File: src/rtl/bcd_pkg.sv
// rtl/bcd_pkg.sv - shared constants, FSM state type and digit check for the BCD converters
//
// Purpose: definitions shared by the BCD-to-binary converter, its interface
//          and its nibble correction cell.
// Ports:   none (package).

package bcd_pkg;

   localparam int NIBBLE_W = 4;

   typedef enum logic [1:0] {
      IDLE,
      SHIFT,
      DONE
   } state_t;

   // True for a legal decimal digit 0..9.
   function automatic logic bcd_digit_valid(input logic [NIBBLE_W-1:0] nibble);
      return (nibble <= 4'd9);
   endfunction

endpackage

File: src/rtl/bcd2bin_seq_if.sv
// rtl/bcd2bin_seq_if.sv - start/busy/done handshake and data bundle for bcd2bin_seq
//
// Purpose: groups the request (start, bcd) and result (busy, done, bin, err)
//          signals of the converter.
// Ports:   master - drives start/bcd, observes busy/done/bin/err.
//          slave  - the converter side.

interface bcd2bin_seq_if
   import bcd_pkg::*;
#(
   parameter int DIGITS = 2,
   parameter int BIN_W  = 7
);

   logic                       start;
   logic [NIBBLE_W*DIGITS-1:0] bcd;
   logic                       busy;
   logic                       done;
   logic [BIN_W-1:0]           bin;
   logic                       err;

   modport master (
      output start, bcd,
      input  busy, done, bin, err
   );

   modport slave (
      input  start, bcd,
      output busy, done, bin, err
   );

endinterface

File: src/rtl/bcd2bin_seq_sub3.sv
// rtl/bcd2bin_seq_sub3.sv - reverse double dabble nibble correction cell
//
// Purpose: din >= 8 -> din - 3, otherwise din; undoes the add-3 step of the
//          binary-to-BCD path after each right shift.
// Ports:   din  - 4-bit nibble after the shift.
//          dout - corrected nibble.

module sub3
   import bcd_pkg::*;
(
   input  logic [NIBBLE_W-1:0] din,
   output logic [NIBBLE_W-1:0] dout
);

   assign dout = (din >= 4'd8) ? (din - 4'd3) : din;

endmodule

File: src/rtl/bcd2bin_seq.sv
// rtl/bcd2bin_seq.sv - iterative BCD-to-binary converter (reverse double dabble)
//
// Purpose: converts a DIGITS-digit packed BCD value into BIN_W-bit binary,
//          one shift/correct iteration per clock, BIN_W iterations total.
// Ports:   clk   - system clock, rising edge.
//          reset - asynchronous, active-high reset.
//          bus   - slave side of bcd2bin_seq_if: start/bcd in,
//                  busy/done/bin/err out (bin/err held until next done).

module bcd2bin_seq
   import bcd_pkg::*;
#(
   parameter int DIGITS = 2,
   parameter int BIN_W  = 7
)
(
   input  logic          clk,
   input  logic          reset,
   bcd2bin_seq_if.slave  bus
);

   localparam int BCD_W = NIBBLE_W * DIGITS;
   localparam int SR_W  = BCD_W + BIN_W;
   localparam int CNT_W = $clog2(BIN_W + 1);
   localparam logic [CNT_W-1:0] CNT_LAST = CNT_W'(BIN_W - 1);

   // The largest BCD input (all nines) must fit in the result.
   if ((longint'(1) << BIN_W) <= (longint'(10) ** DIGITS - 1)) begin : g_bad_width
      $error("bcd2bin_seq: BIN_W too small for DIGITS");
   end

   state_t           state, state_n;
   logic [SR_W-1:0]  sr, sr_n;
   logic [CNT_W-1:0] cnt, cnt_n;
   logic             err_q, err_q_n;
   logic             busy_q, busy_n;
   logic             done_q, done_n;
   logic [BIN_W-1:0] bin_q, bin_n;
   logic             err_o_q, err_o_n;

   logic [SR_W-1:0]  sh;
   logic [BCD_W-1:0] fix_bcd;
   logic [SR_W-1:0]  sr_fix;
   logic             in_bad;

   // One iteration: shift right, then correct every BCD nibble independently.
   assign sh = sr >> 1;

   for (genvar g = 0; g < DIGITS; g++) begin : g_sub3
      sub3 u_sub3 (
         .din  (sh[BIN_W + g*NIBBLE_W +: NIBBLE_W]),
         .dout (fix_bcd[g*NIBBLE_W +: NIBBLE_W])
      );
   end

   assign sr_fix = {fix_bcd, sh[BIN_W-1:0]};

   always_comb begin
      in_bad = 1'b0;
      for (int i = 0; i < DIGITS; i++) begin
         if (!bcd_digit_valid(bus.bcd[i*NIBBLE_W +: NIBBLE_W])) begin
            in_bad = 1'b1;
         end
      end
   end

   always_ff @(posedge clk or posedge reset) begin
      if (reset) begin
         state   <= IDLE;
         sr      <= '0;
         cnt     <= '0;
         err_q   <= 1'b0;
         busy_q  <= 1'b0;
         done_q  <= 1'b0;
         bin_q   <= '0;
         err_o_q <= 1'b0;
      end else begin
         state   <= state_n;
         sr      <= sr_n;
         cnt     <= cnt_n;
         err_q   <= err_q_n;
         busy_q  <= busy_n;
         done_q  <= done_n;
         bin_q   <= bin_n;
         err_o_q <= err_o_n;
      end
   end

   always_comb begin
      state_n = state;
      sr_n    = sr;
      cnt_n   = cnt;
      err_q_n = err_q;
      busy_n  = busy_q;
      done_n  = 1'b0;
      bin_n   = bin_q;
      err_o_n = err_o_q;

      case (state)
         IDLE: begin
            if (bus.start) begin
               sr_n    = {bus.bcd, {BIN_W{1'b0}}};
               cnt_n   = '0;
               err_q_n = in_bad;
               busy_n  = 1'b1;
               state_n = SHIFT;
            end
         end
         SHIFT: begin
            sr_n  = sr_fix;
            cnt_n = cnt + 1'b1;
            if (cnt == CNT_LAST) begin
               // An invalid digit still runs full length but reports zero.
               bin_n   = err_q ? '0 : sr_fix[BIN_W-1:0];
               err_o_n = err_q;
               done_n  = 1'b1;
               busy_n  = 1'b0;
               state_n = DONE;
            end
         end
         DONE: begin
            state_n = IDLE;
         end
         default: begin
            state_n = IDLE;
         end
      endcase
   end

   assign bus.busy = busy_q;
   assign bus.done = done_q;
   assign bus.bin  = bin_q;
   assign bus.err  = err_o_q;

endmodule

File: src/flat_wrapper.sv
// flat-port wrapper written by rule: the top's interface ports become plain ports
module bcd2bin_seq_flat import bcd_pkg::*;
#(
   parameter int DIGITS = 2,
   parameter int BIN_W  = 7
)
  (clk, reset, bus_start, bus_bcd, bus_busy, bus_done, bus_bin, bus_err);
  bcd2bin_seq_if #(.DIGITS(DIGITS), .BIN_W(BIN_W)) bus_i ();
  input  logic clk;
  input  logic reset;
  input wire logic [$bits(bus_i.start)-1:0] bus_start;
  input wire logic [$bits(bus_i.bcd)-1:0] bus_bcd;
  output wire logic [$bits(bus_i.busy)-1:0] bus_busy;
  output wire logic [$bits(bus_i.done)-1:0] bus_done;
  output wire logic [$bits(bus_i.bin)-1:0] bus_bin;
  output wire logic [$bits(bus_i.err)-1:0] bus_err;
  assign bus_i.start = bus_start;
  assign bus_i.bcd = bus_bcd;
  assign bus_busy = bus_i.busy;
  assign bus_done = bus_i.done;
  assign bus_bin = bus_i.bin;
  assign bus_err = bus_i.err;
  bcd2bin_seq #(.DIGITS(DIGITS), .BIN_W(BIN_W)) u_core (.clk(clk), .reset(reset), .bus(bus_i));
endmodule
File: config.mk
export PLATFORM = sky130hd
export DESIGN_NAME = bcd2bin_seq_flat
export DESIGN_NICKNAME = d
export VERILOG_FILES = /design/src/rtl/bcd_pkg.sv /design/src/rtl/bcd2bin_seq_if.sv /design/src/rtl/bcd2bin_seq_sub3.sv /design/src/rtl/bcd2bin_seq.sv /design/src/flat_wrapper.sv
export SDC_FILE = /design/constraint.sdc
export NUM_CORES = 1
export LEC_CHECK = 0
export BUFFER_PORTS_ARGS = -buffer_cell sky130_fd_sc_hd__buf_2
export CORE_MARGIN = 3
export CORE_UTILIZATION = 40
export CTS_CLUSTER_SIZE = 30
export DETAILED_ROUTE_END_ITERATION = 12
export SLEW_MARGIN = 20
export SYNTH_ARGS = -nofsm -noshare
export SYNTH_HDL_FRONTEND = slang
export SYNTH_SLANG_ARGS = --single-unit
File: constraint.sdc
create_clock -name clk -period 1.75 [get_ports clk]
set_clock_uncertainty 0.05 [all_clocks]
set_input_delay 0.0875 -clock clk [delete_from_list [all_inputs] [get_ports clk]]
set_output_delay 0.0875 -clock clk [all_outputs]
set_load 0.05 [all_outputs]
==> impl_summary.txt <==
----------------------------------------------------
[CTS]
  Clk buf depth ... 2
  Clock tree sinks ... 30
  H-tree depth ... 2
  Clock latency at the later pin of the worst-skew pair ... 0.33 ns
  TritonCTS buffer count ... 5
  Total of hold buffers inserted after clock tree synthesis ... 2
  Postcts setup bufs ... 0
  Post-CTS resize count ... 0
  Clock tree root driver cell ... clkbuf_4
  Post-CTS clock slew at the launch and capture registers of the worst setup and hold paths ... roughly 0.10 ns
  Clock tree from TritonCTS ... yes

[Worst setup path]
  Crit path max-delay cell type ... dfrtp_1
  Data required, critical path ... approximately 1.9 ns
  CP Max Fanout ... 15
  Crit. Startpoint ... u_core.cnt[0]
  Worst reg2reg startpoint ... u_core.cnt[0]
  Critical Setup Path Class ... reg -> reg
  Max incr delay on CP ... 0.41 ns
  Element type at the critical path end ... register
  List of cells traversed by the critical path ... inv_1, ha_1, nand4b_4, mux2_4
  Worst path arrival time ... 1.62 ns
  Crit path launch type ... register

[STA]
  Max-slew headroom at the worst pin ... 0.707
  Pins Over Slew Limit ... 0
  Post-route fraction of the period consumed by the critical path ... 0.825
  Unrepaired setup endpoints after global routing ... false
  FMAX ... 0.692 GHz
  Post-Route Setup TNS ... 0 ns
  Worst-margin pin slew ... ~0.44 ns
  Total of endpoints with negative setup slack in the final report ... 0
  Hold Fails Final Rpt ... 0
  Post-layout min period ... 1.44 ns

[Die]
  Die Footprint ... approximately 4200 µm²
  Initial core utilization ... 0.439
  Std cell rows ... 20
  Count of boundary I/O pins ... 21
  Height of the die ... 65.0 µm
  Die width ... 65.0 µm
  Core outline area ... 3180 µm²

[Layout]
  Most common cell after layout, fill and taps aside ... dfrtp_1
  Area taken by flip-flops and latches ... about 750 µm²
  Area taken by multi-input logic gates ... 563 µm²
  Area added between synthesis and finish ... 17.5%
  Utilization after layout ... 0.515
  NumNets Final ... 172
  Count of filler cells inserted in the layout ... 297
  Final cell count without fillers ... approximately 200
  Diodes inserted ... 0
  Non-Filler Cell Area, Final ... approximately 1600 µm²
  Share of post-route cells with drive strength above 1 ... 0.255
  Commonest non-fill, non-tap cells in the layout ... dfrtp_1, buf_2, nand2_1, o21ai_1, nand2b_1

[Logic synthesis]
  Leading register cell type out of synthesis ... dfrtp_1
  Netlist area before placement ... 1390 µm²
  Count of mapped cells out of synthesis ... roughly 130
  Number of unique standard cell types used by synthesis ... 31
  Async S/R FF share, synth ... 1.00
  Number of flops mapped to enable cells by yosys ... 0
  Flops & latches, synth ... 30
  Synth warnings ... 0
  Synthesized netlist net count ... about 140
  Seq/Total Area, Yosys ... 0.539
  Mean post-synth cell area ... roughly 11 µm²

[Power and ir drop]
  Worst vdd ir ... 0.000690 V
  Total design power ... 3.03 mW
  Ratio of total power to cell area ... 1850 nW/µm²
  Leak Pwr ... 0.783 nW

[GRT]
  Aggregate global routing overflow ... 0
  Maximum number of pins on one net before global-route repair ... 31
  Wire length of the first global-routing pass ... ~4600 µm
  Number of antenna violations at the first check in global routing ... 0
  Gr usage total ... 0.145
  Number of global-route vias before repair ... 1041

[Min path]
  Worst hold path class ... in -> reg
  Hold Path Origin ... bus_bcd[4]

[Placed design]
  DPL Wire Length ... 1850 µm
  Total placed instance area ... approximately 1500 µm²
  Count of input and output buffers ... 20
  Placed Instances ... ~190
  GP Congestion ... between 0.8 and 0.9

[Drt]
  Detailed-route wire length per cell ... 12.9 µm
  Length of the first detailed-routing pass in iterations ... 4
  # DRC ... 0
  Detailed-route wire length ... about 2600 µm
  Vias per std cell ... between 5 and 6
  Initial DRC count ... 33
  Remaining number of nets flagged by the antenna check after routing ... 0
  Number of vias after detailed routing ... 1028

[Outcome]
  Run status ... completed

[Flow run]
  Total of max-cap violations ... 0

----------------------------------------------------
-- worst max-delay path, delay by kind of cell, from the launching register on --
kind | cells | cell delay, ns
adders and majority gates | 1 | 0.21
DFF | 1 | 0.41
muxes | 1 | 0.36
buffers and inverters | 1 | 0.07
and+or+nand+nor | 1 | 0.24
-- cells in the mapped netlist (2+ instances only) --
cell type	count	area share
o21ai_1	15	0.054
and2_1	3	0.013
a31oi_1	6	0.027
o22ai_1	2	0.0090
a22o_1	6	0.038
nor2_1	3	0.0081
inv_1	4	0.011
buf_6	2	0.016
nand2_1	17	0.046
nand2b_1	8	0.036
ha_1	4	0.036
a221oi_1	2	0.013
o21ai_0	2	0.0072
xnor2_1	2	0.013
buf_4	3	0.016
nor2b_1	3	0.013
dfrtp_1	30	0.54
inv_2	4	0.011
-- layout make-up --
type | instances | share of cell area
multi-input combinational | 85 | 0.344
clock inverter | 1 | 0.0183
sequential | 30 | 0.458
inverter | 8 | 0.0183
clock buffer | 6 | 0.0313
timing repair buffer | 27 | 0.0963
tap | 44 | 0.0336
-- worst paths after layout --
path	end	slack, ns	cells after the start
hold reg to reg	u_core.bus.busy	0.43	1
min in group asynchronous	u_core.sr[4]	0.32	4
max in group asynchronous	u_core.sr[12]	1.05	4
setup / recovery	u_core.bus.err	0.31	4
setup reg to reg	u_core.bus.err	0.31	4
hold / removal	u_core.sr[11]	0.02	3
-- kinds of logic after synthesis --
| kind of cell | after synthesis | synth area share |
|---|---|---|
| buf+inv | 14 | 0.0574 |
| flops | 30 | 0.539 |
| xor+xnor | 2 | 0.0126 |
| compound gates | 40 | 0.189 |
| simple gates | 37 | 0.148 |
| mux | 2 | 0.0180 |
| fa+ha+maj | 4 | 0.0359 |
-- registers in the layout, summed over array words and instances, names as in the netlist --
signal / cells
u_core.sr: 14
u_core.bus.bin: 7
u_core.cnt: 3
u_core.state: 2
u_core.bus.busy: 1
u_core.bus.done: 1
u_core.bus.err: 1
u_core.err_q: 1
-- metal layers --
layer | vias up | wire (µm) | share of wire | global-route usage
met1 | 489 | 1160 | 0.45 | 0.170
met3 | 7 | 160 | 0.062 | 0.0589
met4 | 0 | 39 | 0.015 | 0.0596
met2 | 25 | 1230 | 0.48 | 0.234
met5 | - | 0 | 0 | 0
li1 | 507 | - | - | -
-- power by group --
part	leakage (nW)	switching, mW	internal, mW
clock	0.0443	0.228	0.332
sequential	0.383	0.256	0.972
combinational	0.355	0.755	0.490
-- per-stage QoR --
step / hold slack, ns / setup WS, ns
floorplan: 0.128 / 0.464
global placement: 0.126 / 0.327
detailed placement: 0.134 / 0.289
CTS: 0.00238 / 0.295
global route: 0.0123 / 0.208
finish: 0.0154 / 0.306
(Power assumes the default switching activity.)
